[config.mk]
export PLATFORM = sky130hd
export DESIGN_NAME = adder_result_buffer
export DESIGN_NICKNAME = d
export VERILOG_FILES = /design/src/rtl/adder_result_buffer.sv
export SDC_FILE = /design/constraint.sdc
export NUM_CORES = 1
export LEC_CHECK = 0
export BUFFER_PORTS_ARGS = -buffer_cell sky130_fd_sc_hd__buf_2
export CORE_UTILIZATION = 55
export CTS_CLUSTER_SIZE = 10
export DETAILED_ROUTE_END_ITERATION = 12
export GPL_ROUTABILITY_DRIVEN = 0
export PLACE_DENSITY_LB_ADDON = 0.08
export SLEW_MARGIN = 20
export SYNTH_ARGS = -nofsm -noshare
export SYNTH_HDL_FRONTEND = slang
export SYNTH_SLANG_ARGS = --single-unit
[constraint.sdc]
create_clock -name clk -period 4.65 [get_ports clk]
set_input_delay 0.93 -clock clk [delete_from_list [all_inputs] [get_ports clk]]
set_output_delay 0.93 -clock clk [all_outputs]
set_load 0.01 [all_outputs]
[src/rtl/adder_result_buffer.sv]
// adder_result_buffer: FIFO of adder results with registered head outputs and overflow statistics
module adder_result_buffer #(
    parameter int DEPTH = 2,
    parameter int CNT_W = 8
) (
    input  logic             clk,
    input  logic             reset,
    input  logic             in_valid,
    output logic             in_ready,
    input  logic [31:0]      in_result,
    input  logic             in_carryout,
    input  logic             in_overflow,
    output logic             out_valid,
    input  logic             out_ready,
    output logic [31:0]      out_result,
    output logic             out_carryout,
    output logic             out_overflow,
    output logic             out_zero,
    output logic             out_negative,
    input  logic             clear_stats,
    output logic             sticky_overflow,
    output logic [CNT_W-1:0] ovf_count
);
    localparam int AW = $clog2(DEPTH);
    logic [31:0] resultMem [DEPTH];
    logic [3:0] flagMem [DEPTH];
    logic [AW-1:0] wrPtr, rdPtr;
    logic [AW:0] count;
    logic push, pop, ovfPush;
    assign in_ready = count != (AW+1)'(DEPTH);
    assign out_valid = count != '0;
    assign push = in_valid && in_ready;
    assign pop = out_valid && out_ready;
    assign ovfPush = push && in_overflow;
    // flags are derived once at push time so the head outputs stay purely registered
    always_ff @(posedge clk)
        if (push) begin
            resultMem[wrPtr] <= in_result;
            flagMem[wrPtr] <= {in_carryout, in_overflow, in_result == 32'd0, in_result[31]};
        end
    always_ff @(posedge clk or posedge reset)
        if (reset) begin
            wrPtr <= '0;
            rdPtr <= '0;
            count <= '0;
        end else begin
            if (push) wrPtr <= wrPtr + 1'b1;
            if (pop) rdPtr <= rdPtr + 1'b1;
            count <= count + (AW+1)'(push) - (AW+1)'(pop);
        end
    always_ff @(posedge clk or posedge reset)
        if (reset) begin
            sticky_overflow <= 1'b0;
            ovf_count <= '0;
        end else if (clear_stats) begin
            sticky_overflow <= ovfPush;
            ovf_count <= CNT_W'(ovfPush);
        end else if (ovfPush) begin
            sticky_overflow <= 1'b1;
            if (ovf_count != '1) ovf_count <= ovf_count + 1'b1;
        end
    assign out_result = out_valid ? resultMem[rdPtr] : 32'd0;
    assign {out_carryout, out_overflow, out_zero, out_negative} = out_valid ? flagMem[rdPtr] : 4'd0;
endmodule

# ---- After elaboration in Yosys (flattened, before gate mapping)
# Memories as Yosys holds them, arrays and structs flattened.
# Cells that the tools add are included.
dict set report word_totals {
  register_bits 13
  ram_bits 72
  inputBits 39
  output_inout_bits 47
  memories 2
}
# name words word_bits rd rd_ports_with_merged_regs write_ports line_no
set mem_list {}
lappend mem_list {resultMem 2 32 1 0 1 25} ;# logic [31:0] resultMem [DEPTH];
lappend mem_list {flagMem 2 4 1 0 1 26} ;# logic [3:0] flagMem [DEPTH];
dict set report op_classes {
  n_addsub 5
  n_eq_ne 2
  n_mux 9
  n_reduce_logical 8
}
# op count
set ops {}
lappend ops {{$logic_not A32 Y1} 1}
lappend ops {{$mux W32} 1}
lappend ops {{$mux W8} 3}
lappend ops {{$add A8 B1 Y8 const B} 1}
lappend ops {{$ne A8 B8 Y1 const B} 1}
lappend ops {{$reduce_bool A2 Y1} 3}
lappend ops {{$mux W1} 4}
lappend ops {{$mux W4} 1}
lappend ops {{$logic_and A1 B1 Y1} 3}
lappend ops {{$add A1 B1 Y1 const B} 2}
lappend ops {{$add A2 B1 Y2} 1}
lappend ops {{$ne A2 B2 Y1 const B} 1}
lappend ops {{$reduce_and A2 Y1} 1}
lappend ops {{$sub A2 B1 Y2} 1}

# ---- Depth between registers and ports, before layout
# Gate-level depths: netlist of run 1.
dict set report logic_depth {
  ltp_word 5
  ltp_mapped 6
  mapped_depth_nobuf 5
}

# ---- Worst setup path after synthesis of run 1
# OpenSTA, ideal clock, no wires.
dict set report synth_timing {
  kind {input to register}
  from {in in_valid}
  to {mem flagMem[0][0] (enable)}
  arrival_time_ns 2.481
  required_ns 4.223
  path_slack_ns 1.742
  path_stages 2
  n_path_buf 0
  cell_sequence {nand2_1 > nor2_1}
}
dict set report synth_between {
  elab_chain_len 3
}
# item line_no
set synth_lines {}
lappend synth_lines {{start: declaration} 8} ;# input logic in_valid,
lappend synth_lines {{$logic_and A1 B1 Y1} 32} ;# assign push = in_valid && in_ready;
lappend synth_lines {{$mux W1} 37} ;# if (push) begin
lappend synth_lines {{$mux W1 (not written as such)} 39} ;# flagMem[wrPtr] <= {in_carryout, in_overflow, in_result == 32'd0, in_result[31]};
lappend synth_lines {{end: declaration} 26}
# No other way between the ends.

# ---- Worst setup path in the final report of run 1
dict set report layout_timing {
  from {reg rdPtr}
  to {out out_result[14]}
}
dict set report layout_between {
  elab_chain_len 2
}
# item line_no
set layout_lines {}
lappend layout_lines {{start: declaration} 27} ;# logic [AW-1:0] wrPtr, rdPtr;
lappend layout_lines {{start signal: assignment} 48} ;# if (pop) rdPtr <= rdPtr + 1'b1;
lappend layout_lines {{$mem_v2 Z2 W32} --}
lappend layout_lines {{$mux W32} 62} ;# assign out_result = out_valid ? resultMem[rdPtr] : 32'd0;
lappend layout_lines {{end: declaration} 15} ;# output logic [31:0] out_result,
# No other way between the ends.

==> impl_metrics.tcl, run 1 <==
set metrics [dict create \
    status "complete, no violations" \
    grt_pass1_wl_um 9350 \
    start_kind "register" \
    remaining_drc_errors 0 \
    ys_ff_latch 83 \
    clk_latency_ns 0.34 \
    hp-class "reg2reg" \
    postSynthNetCount 278 \
    p_int_mw 1.53 \
    cts_resized 0 \
    fin_nets 364 \
    coreArea_mm2 0.00596 \
    path_clk_slew_ns 0.08 \
    cts_tree "done" \
    power.net_switching_uw 802 \
    antenna_found_initial 0 \
    drt_iter0_drc 128 \
    cts_buffers 9 \
    clkPwrFrac 0.181 \
    max_stage_delay_ns 1.07 \
    die-area_mm2 0.00654 \
    row_count 28 \
    grtUsageTotal 0.196 \
    crit_chain "mux2i_1 > nor2_1 > buf_2" \
    io_pins 86 \
    power_density_mw_per_mm2 575 \
    combPwrFrac 0.333 \
    ctsRootBufferMaster "clkbuf_8" \
    grt_max_degree 37 \
    syn_inst 237 \
    vias_per_cell 5.40 \
    slew_viol_final 0 \
    fp.dieH_um 80.9 \
    yosys.area_share.simple 0.113 \
    diodes 0 \
    crit_path_end_kind "output pin" \
    fmax_ghz 0.351 \
    areaGrowthSynthToFinish_pct 18.6 \
    grt-ovfl-total 0 \
    p_leak_nw 1.68 \
    die_x_um 80.9 \
    vias 2172 \
    cts_setup_buffers 0 \
    synth_fa_ha_area_frac 0.00731 \
    rsz0062_at_grt "false" \
    synth_edf_count 70 \
    ir_drop_mv 0.356 \
    cp_num_buf_inv 1 \
    clk_path_buf_depth 2 \
    setup_tns_ns 0 \
    cts.sinks 83 \
    synth_xor_area_frac 0.00768 \
    grt_pass1_vias 1892 \
    syn-mean-instance-area_um2 14.4 \
    drt-total-wl_um 6040 \
    hpwlAfterDp_um 3950 \
    seq_power_share 0.487 \
    finClkSkew_ns 0.00738 \
    fin_crit_ns 2.85 \
    required_ns 3.72 \
    drtAntennaViolNets 0 \
    crit_family "flip-flops" \
    drive_gt1_frac 0.333 \
    firstDrtPassIters 4 \
    relSlewSlack 0.290 \
    ys_async_sr_fraction 0.157 \
    arrival_ns 1.92 \
    place_area_mm2 0.00390 \
    hold_buffers 0 \
    design_area_mm2 0.00406 \
    yosysWarnings 0 \
    setup_viol 0 \
    initial_core_util 0.575 \
    ys.flop_type "edfxtp_1" \
    worstPathMaxFanout 36 \
    netlist_area_mm2 0.00342 \
    cts_max_level 3 \
    synth_top_family_by_area "simple AND/OR/NAND/NOR gates" \
    yosysSeqAreaShare 0.709 \
    port_buffers 85 \
    fin_crit_sh 0.613 \
    drt-wirelength-per-cell_um 15.0 \
    synth.distinct_cells 31 \
    critPathKind "reg2out" \
    muxShareOfSynthArea 0.109 \
    synth_compound_area_frac 0.0322 \
    tightest_slew_ns 1.07 \
    netSwitchingFraction 0.344 \
    crit_slowest_cell "dfrtp_2" \
    hold_viol 0 \
    cap_violations 0 \
]
[layout by cell type (no fill, tap or decap), types with 4 or more instances in the layout]
| cell type | instances |
|---|---|
| clkbuf_8 | 9 |
| buf_2 | 85 |
| edfxtp_1 | 70 |
| inv_1 | 4 |
| mux2i_1 | 35 |
| nand2_1 | 6 |
| nand3_1 | 5 |
| o21ai_0 | 4 |
| nor2_1 | 41 |
| dfrtp_1 | 12 |
| nor2b_1 | 4 |
| a21oi_1 | 6 |
| nor4_1 | 10 |
[cell usage after synthesis, types with 2 or more instances]
master | count | area, um2
nor4_1 | 10 | 62.6
or4_1 | 3 | 22.5
buf_2 | 5 | 25.0
a21oi_1 | 6 | 30.0
o21ai_0 | 4 | 20.0
xnor2_1 | 3 | 26.3
ha_1 | 2 | 25.0
inv_1 | 4 | 15.0
mux2i_1 | 35 | 350
o31ai_1 | 3 | 22.5
edfxtp_1 | 70 | 2100
and3_1 | 2 | 12.5
dfrtp_1 | 13 | 325
nand2_1 | 6 | 22.5
nand4_1 | 3 | 18.8
nor2_1 | 43 | 161
nand3_1 | 5 | 25.0
clkbuf_1 | 4 | 15.0
nor2b_1 | 4 | 25.0
[kinds of logic after synthesis]
family	Yosys count
buf+inv	15
simple gates	80
xor+xnor	3
fa+ha+maj	2
flops	83
compound gates	17
mux	37
[path summary, 6_finish.rpt]
check	start	endpoint	slack (ns)	depth (start not counted)
min reg2reg	sticky_overflow	sticky_overflow	0.52	2
max reg2reg	count[0]	resultMem[0][22]	2.74	3
max	rdPtr	out_result[14]	1.80	3
min in group asynchronous	reset	ovf_count[6]	0.62	2
min	sticky_overflow	sticky_overflow	0.52	2
max in group asynchronous	reset	rdPtr	3.66	2
[final cells by class]
type	count	area (um2)
inverter	4	15.0
fill	465	1890
tap	75	93.8
multi-input combinational	139	933
clock buffer	9	124
clock inverter	6	33.8
sequential	83	2430
timing repair buffer	86	433
[flip-flops by register name, indices dropped and copies added (netlist names)]
register / count
count: 2
flagMem: 8
ovf_count: 8
rdPtr: 1
resultMem: 62
sticky_overflow: 1
wrPtr: 1
[power groups by stage]
| stage | Combinational, mW | Sequential (mW) | Clock, mW |
|---|---|---|---|
| floorplan | 0.571 | 1.06 | 0 |
| CTS | 0.791 | 1.14 | 0.429 |
| finish | 0.776 | 1.14 | 0.422 |
| global route | 0.872 | 1.16 | 0.465 |
| detailed placement | 0.789 | 1.15 | 0 |
| global placement | 0.781 | 1.15 | 0 |
[per-stage QoR]
step / worst slack [ns] / std cells / hold slack [ns] / util / total power, mW
2_1_floorplan: 1.74 / 237 / 0.460 / - / 1.63
3_3_place_gp: 2.12 / 387 / 0.511 / 0.655 / 1.93
3_5_place_dp: 2.12 / 387 / 0.515 / 0.655 / 1.94
4_1_cts: 1.76 / 402 / 0.527 / 0.682 / 2.36
5_1_grt: 1.61 / 402 / 0.589 / 0.682 / 2.49
6_report: 1.80 / 402 / 0.524 / 0.682 / 2.33
[tightest hold or removal path, delay by kind of cell (launching register included)]
kind                   cells  cell delay (ns)
AOI/OAI and AO/OA          1             0.06
buffers and inverters      1             0.05
DFF                        1             0.38
[per-layer routing]
metal,GRT usage,wire length [um]
met5,0,0
met4,0.0750,65
met3,0.0438,273
met2,0.303,2990
met1,0.271,2710
No activity file was read; power rests on OpenSTA's default activity.
==> inputs of run 2 (changes only) <==
--- a/config.mk
+++ b/config.mk
@@ -5,8 +5,9 @@
 export SDC_FILE = /design/constraint.sdc
 export NUM_CORES = 1
 export LEC_CHECK = 0
+export ABC_AREA = 1
 export BUFFER_PORTS_ARGS = -buffer_cell sky130_fd_sc_hd__buf_2
-export CORE_UTILIZATION = 55
+export CORE_UTILIZATION = 53
 export CTS_CLUSTER_SIZE = 10
 export DETAILED_ROUTE_END_ITERATION = 12
 export GPL_ROUTABILITY_DRIVEN = 0
==> constraint.sdc (replaced) <==
create_clock -name clk -period 2.8 [get_ports clk]
set_input_delay 0.56 -clock clk [delete_from_list [all_inputs] [get_ports clk]]
set_output_delay 0.56 -clock clk [all_outputs]
set_load 0.01 [all_outputs]
==> run 2 against run 1 <==
Compared with the run above:
- clock skew grew 0.0031 ns
- via count grew 11%
- hold slack lost 0.29 ns
- register-to-register slack lost 1.8 ns
- worst setup slack lost 1.6 ns
- design area grew 2.3%
- routed wire length grew 9.4%
- area after synthesis grew 0.99%
- largest cell class unchanged
- highest routed layer unchanged
==> impl_metrics.tcl, run 2 <==
set metrics [dict create \
    worstPathMaxFanout 35 \
    yosys.area.top_type "edfxtp_1" \
    largest-register "resultMem" \
    synth_common_cells "nand2_1, edfxtp_1, a21oi_1, nor2_1, dfrtp_1" \
    cp_num_buf_inv 2 \
    fp.dieH_um 82.8 \
    max_stage_delay_ns 0.78 \
    clk_latency_ns 0.35 \
    postSynthNetCount 346 \
    yosysSeqAreaShare 0.702 \
    reg_top3 "resultMem: 62 flops, flagMem: 8 flops, ovf_count: 8 flops" \
    finClkSkew_ns 0.0104 \
    yosysWarnings 0 \
    start_kind "register" \
    remaining_drc_errors 0 \
    tightest_slew_ns 1.00 \
    grtUsageTotal 0.204 \
    combPwrFrac 0.366 \
    netlist_area_mm2 0.00346 \
    ys.flop_type "edfxtp_1" \
    cts_resized 0 \
    syn_inst 305 \
    critPathKind "reg2out" \
    hold_buffers 0 \
    clkPwrFrac 0.200 \
    yosys-top-cells-area "edfxtp_1, nand2_1, dfrtp_1" \
    drt-wirelength-per-cell_um 13.9 \
    firstDrtPassIters 4 \
    power.net_switching_mw 1.45 \
    ys_async_sr_fraction 0.157 \
    largest_reg_flops 62 \
    fin_nets 433 \
    hpwlAfterDp_um 4400 \
    required_ns 2.24 \
    setup_tns_ns 0 \
    crit_slowest_cell "clkinv_1" \
    cap_violations 0 \
    p_leak_nw 1.73 \
    port_buffers 85 \
    crit_path_end_kind "output pin" \
    relSlewSlack 0.328 \
    ir_drop_mv 0.743 \
    arrival_ns 2.01 \
    areaGrowthSynthToFinish_pct 20.2 \
    fmax_ghz 0.388 \
    synth_edf_count 70 \
    grt_pass1_wl_um 9810 \
    initial_core_util 0.548 \
    syn-mean-instance-area_um2 11.3 \
    clk_path_buf_depth 2 \
    antenna_found_initial 0 \
    synth.distinct_cells 27 \
    rsz0062_at_grt "false" \
    hp-class "in2async" \
    final_common_cell "nand2_1" \
    final_util 0.658 \
    grt_pass1_vias 2118 \
    hold_viol 0 \
    p_int_mw 2.59 \
    crit_chain "clkinv_1 > nand2_1 > a21oi_1 > buf_2" \
    drive_gt1_frac 0.295 \
    power_density_mw_per_mm2 973 \
    fin_crit_sh 0.919 \
    coreArea_mm2 0.00631 \
    vias 2416 \
    drt-total-wl_um 6600 \
    row_count 29 \
    io_pins 86 \
    ctsRootBufferMaster "clkbuf_8" \
    cts_max_level 3 \
    cts_buffers 9 \
    seq_power_share 0.434 \
    cts.sinks 83 \
    netSwitchingFraction 0.360 \
    fin_crit_ns 2.57 \
    hold_ws_ns 0.234 \
    cts_tree "done" \
    status "complete, no violations" \
    drt_iter0_drc 129 \
    crit_family "buffers and inverters" \
    die-area_mm2 0.00685 \
    grt_max_degree 39 \
    drtAntennaViolNets 0 \
    slew_viol_final 0 \
    layout_common_cells "nand2_1, buf_2, edfxtp_1, a21oi_1, nor2_1" \
    ys_ff_latch 83 \
    grt-ovfl-total 0 \
    vias_per_cell 5.10 \
    yosysMostFrequentCell "nand2_1" \
    path_clk_slew_ns 0.08 \
    die_x_um 82.8 \
    setup_viol 0 \
    cts_setup_buffers 0 \
    synth.top_cell.area_share 0.608 \
    diodes 0 \
]
[run 2: cell count changes in the layout (fill, tap and decap cells not counted), moves of 8 or more]
cell,previous run,this run
nand2_1,6,89
mux2i_1,35,0
a21oi_1,6,37
nor2_1,41,29
nor4_1,10,0
inv_1,4,12
[run 2: power groups by stage]
stage	sequential (mW)	clock, mW	combinational [mW]
6_report	1.76	0.807	1.48
5_1_grt	1.78	0.880	1.68
4_1_cts	1.76	0.825	1.51
3_5_place_dp	1.78	0	1.51
3_3_place_gp	1.78	0	1.49
2_1_floorplan	1.77	0	0.934
[run 2: cell type report]
type,instances,area [um2]
clock buffers,11,131
inverters,13,48.8
multi-input cells,196,931
well taps,77,96.3
clock inverters,5,53.8
fillers,509,2160
repair buffers,89,468
flip-flops and latches,83,2430
[run 2: per-stage QoR]
stage / std cells / setup WS (ns) / cell area [um2] / power, mW
global route: 474 / 0.00125 / 4160 / 4.34
global placement: 458 / 0.576 / 3970 / 3.27
finish: 474 / 0.226 / 4160 / 4.04
detailed placement: 458 / 0.519 / 3970 / 3.29
CTS: 474 / 0.126 / 4160 / 4.09
floorplan: 305 / 0.205 / 3460 / 2.70
[run 2: path summary, 6_finish.rpt]
kind,start,end,slack [ns],cells after the start
setup / recovery,rdPtr,out_result[8],0.23,4
hold / removal,reset,sticky_overflow,0.23,2
setup reg to reg,count[0],resultMem[1][22],0.98,5
hold reg to reg,sticky_overflow,sticky_overflow,0.50,2
max in group asynchronous,reset,count[1],2.22,2
min in group clk,in_result[20],resultMem[0][20],0.42,1
[run 2: kinds of logic after synthesis]
| kind of cell | Yosys count | share of synthesized area |
|---|---|---|
| buffers and inverters | 26 | 0.0351 |
| xor gates and xnor gates | 3 | 0.00760 |
| AOI/OAI and AO/OA | 47 | 0.0731 |
| and+or+nand+nor | 144 | 0.175 |
| adders and majority gates | 2 | 0.00724 |
| DFF | 83 | 0.702 |
[run 2: routing by layer]
metal,GRT usage,vias to the layer above,share of wire,routed length [um]
li1,-,1210,-,-
met1,0.257,1135,0.43,2870
met2,0.330,67,0.50,3330
met3,0.0615,4,0.052,341
met4,0.0793,0,0.0091,60
met5,0,-,0,0
[run 2: worst reg2reg max path: cells and delay by family (launching register included)]
family / cells / cell delay [ns]
buf+inv: 2 / 0.47
flops: 1 / 0.42
simple gates: 3 / 0.58
==> inputs of run 3 (changes only) <==
==> constraint.sdc (replaced) <==
create_clock -name clk -period 2.5 [get_ports clk]
set_input_delay 0.5 -clock clk [delete_from_list [all_inputs] [get_ports clk]]
set_output_delay 0.5 -clock clk [all_outputs]
set_load 0.01 [all_outputs]
==> run 3 against run 2 <==
Compared with the run above:
- hold slack worse by 0.053 ns
- clock skew hardly changed
- flip-flop and latch count stayed put
- via count is 1.9% higher
==> impl_metrics.tcl, run 3 (synthesized netlist as in run 2, its figures left out) <==
set metrics [dict create \
    crit_slowest_cell "clkinv_1" \
    rrSetupSlack_ns 0.87 \
    crit_family "buffers and inverters" \
    ir_drop_mv 0.747 \
    firstDrtPassIters 4 \
    row_count 29 \
    wl_met1_um 3030 \
    fin_crit_sh 0.915 \
    status "complete, no violations" \
    drt-total-wl_um 6740 \
    p_leak_nw 1.75 \
    crit_path_end_kind "output pin" \
    cts.sinks 83 \
    dr.max_layer_used "met4" \
    grt_pass1_wl_um 10000 \
    cts_buffers 9 \
    largest-register "resultMem" \
    fin_nets 435 \
    hp-class "in2async" \
    grt_pass1_vias 2172 \
    ctsRootBufferMaster "clkbuf_8" \
    setup_viol 0 \
    vias_per_cell 5.18 \
    fp.dieH_um 82.8 \
    reg2reg_from "count[0]" \
    required_ns 2.00 \
    cp_num_buf_inv 3 \
    drt-wirelength-per-cell_um 14.2 \
    io_pins 86 \
    fin_crit_ns 2.29 \
    hold_buffers 0 \
    clk_latency_ns 0.34 \
    pre_cts_slack_ns 0.564 \
    hold_ws_ns 0.181 \
    vias 2462 \
    p_total_mw 4.60 \
    r2r-end "count[1]" \
    drtAntennaViolNets 0 \
    die-area_mm2 0.00685 \
    crit_chain "clkinv_1 > buf_12 > nand2_1 > a21oi_1 > buf_2" \
    antenna_found_initial 0 \
    start_kind "register" \
    route.met2.wl_um 3260 \
    path_clk_slew_ns 0.07 \
    layout_common_cells "nand2_1, buf_2, edfxtp_1, a21oi_1, nor2_1" \
    reg2reg_depth 8 \
    hold_viol 0 \
    power_density_mw_per_mm2 1100 \
    finClkSkew_ns 0.0102 \
    critPathKind "reg2out" \
    cap_violations 0 \
    cts_setup_buffers 0 \
    reg_top3 "resultMem: 62 flops, flagMem: 8 flops, ovf_count: 8 flops" \
    cts_resized 0 \
    drt_iter0_drc 166 \
    fmax_ghz 0.437 \
    grt_max_degree 37 \
    arrival_ns 1.79 \
    die_x_um 82.8 \
    cts_max_level 3 \
    max_stage_delay_ns 0.45 \
    setup_tns_ns 0 \
    diodes 0 \
    hpwlAfterDp_um 4610 \
    areaGrowthSynthToFinish_pct 21.2 \
    clk_path_buf_depth 2 \
    port_buffers 85 \
    relSlewSlack 0.630 \
    fin_ws_ns 0.212 \
    grt-ovfl-total 0 \
    wl_met3_um 315 \
    slew_viol_final 0 \
    drive_gt1_frac 0.299 \
    final_common_cell "nand2_1" \
    rsz0062_at_grt "false" \
    worstPathMaxFanout 19 \
    tightest_slew_ns 0.552 \
    initial_core_util 0.548 \
    remaining_drc_errors 0 \
    cts_tree "done" \
    largest_reg_flops 62 \
    coreArea_mm2 0.00631 \
    grtUsageTotal 0.206 \
]
run 3: cell count changes in the layout (fill, tap and decap cells not counted), sizes merged:
cell | previous run | this run
buf | 89 | 91
clkbuf | 11 | 10
clkinv | 3 | 4
clkinvlp | 2 | 1
run 3: where the power goes:
group | switching, mW | leakage, nW | internal, mW | total (mW)
Clock | 0.448 | 0.0898 | 0.453 | 0.901
Sequential | 0.107 | 0.819 | 1.85 | 1.96
Combinational | 1.10 | 0.840 | 0.636 | 1.74
Total | 1.66 | 1.75 | 2.94 | 4.60
run 3: how the worst max path moves through the flow:
stage,from,to,depth (start not counted)
floorplan,count[1],flagMem[1][0],3
global placement,rdPtr,out_result[6],5
detailed placement,rdPtr,out_result[17],5
CTS,rdPtr,out_result[17],5
global route,rdPtr,out_result[17],5
finish,rdPtr,out_result[17],5
run 3: final cells by class:
cell class	count	area [um2]
clock buffers	10	128
clock inverters	5	55.1
fillers	506	2120
inverters	13	48.8
multi-input cells	196	926
flip-flops and latches	83	2430
well taps	77	96.3
repair buffers	91	508
run 3: metrics by stage:
step	cell area, um2	cells	util
2_1_floorplan	3460	305	-
3_3_place_gp	4010	460	0.635
3_5_place_dp	4010	460	0.635
4_1_cts	4190	475	0.663
5_1_grt	4190	475	0.663
6_report	4190	475	0.663
run 3: per-layer routing:
| layer | vias to the layer above | track usage |
|---|---|---|
| li1 | 1217 | - |
| met1 | 1158 | 0.268 |
| met2 | 75 | 0.323 |
| met3 | 12 | 0.0418 |
| met4 | 0 | 0.116 |
| met5 | - | 0 |
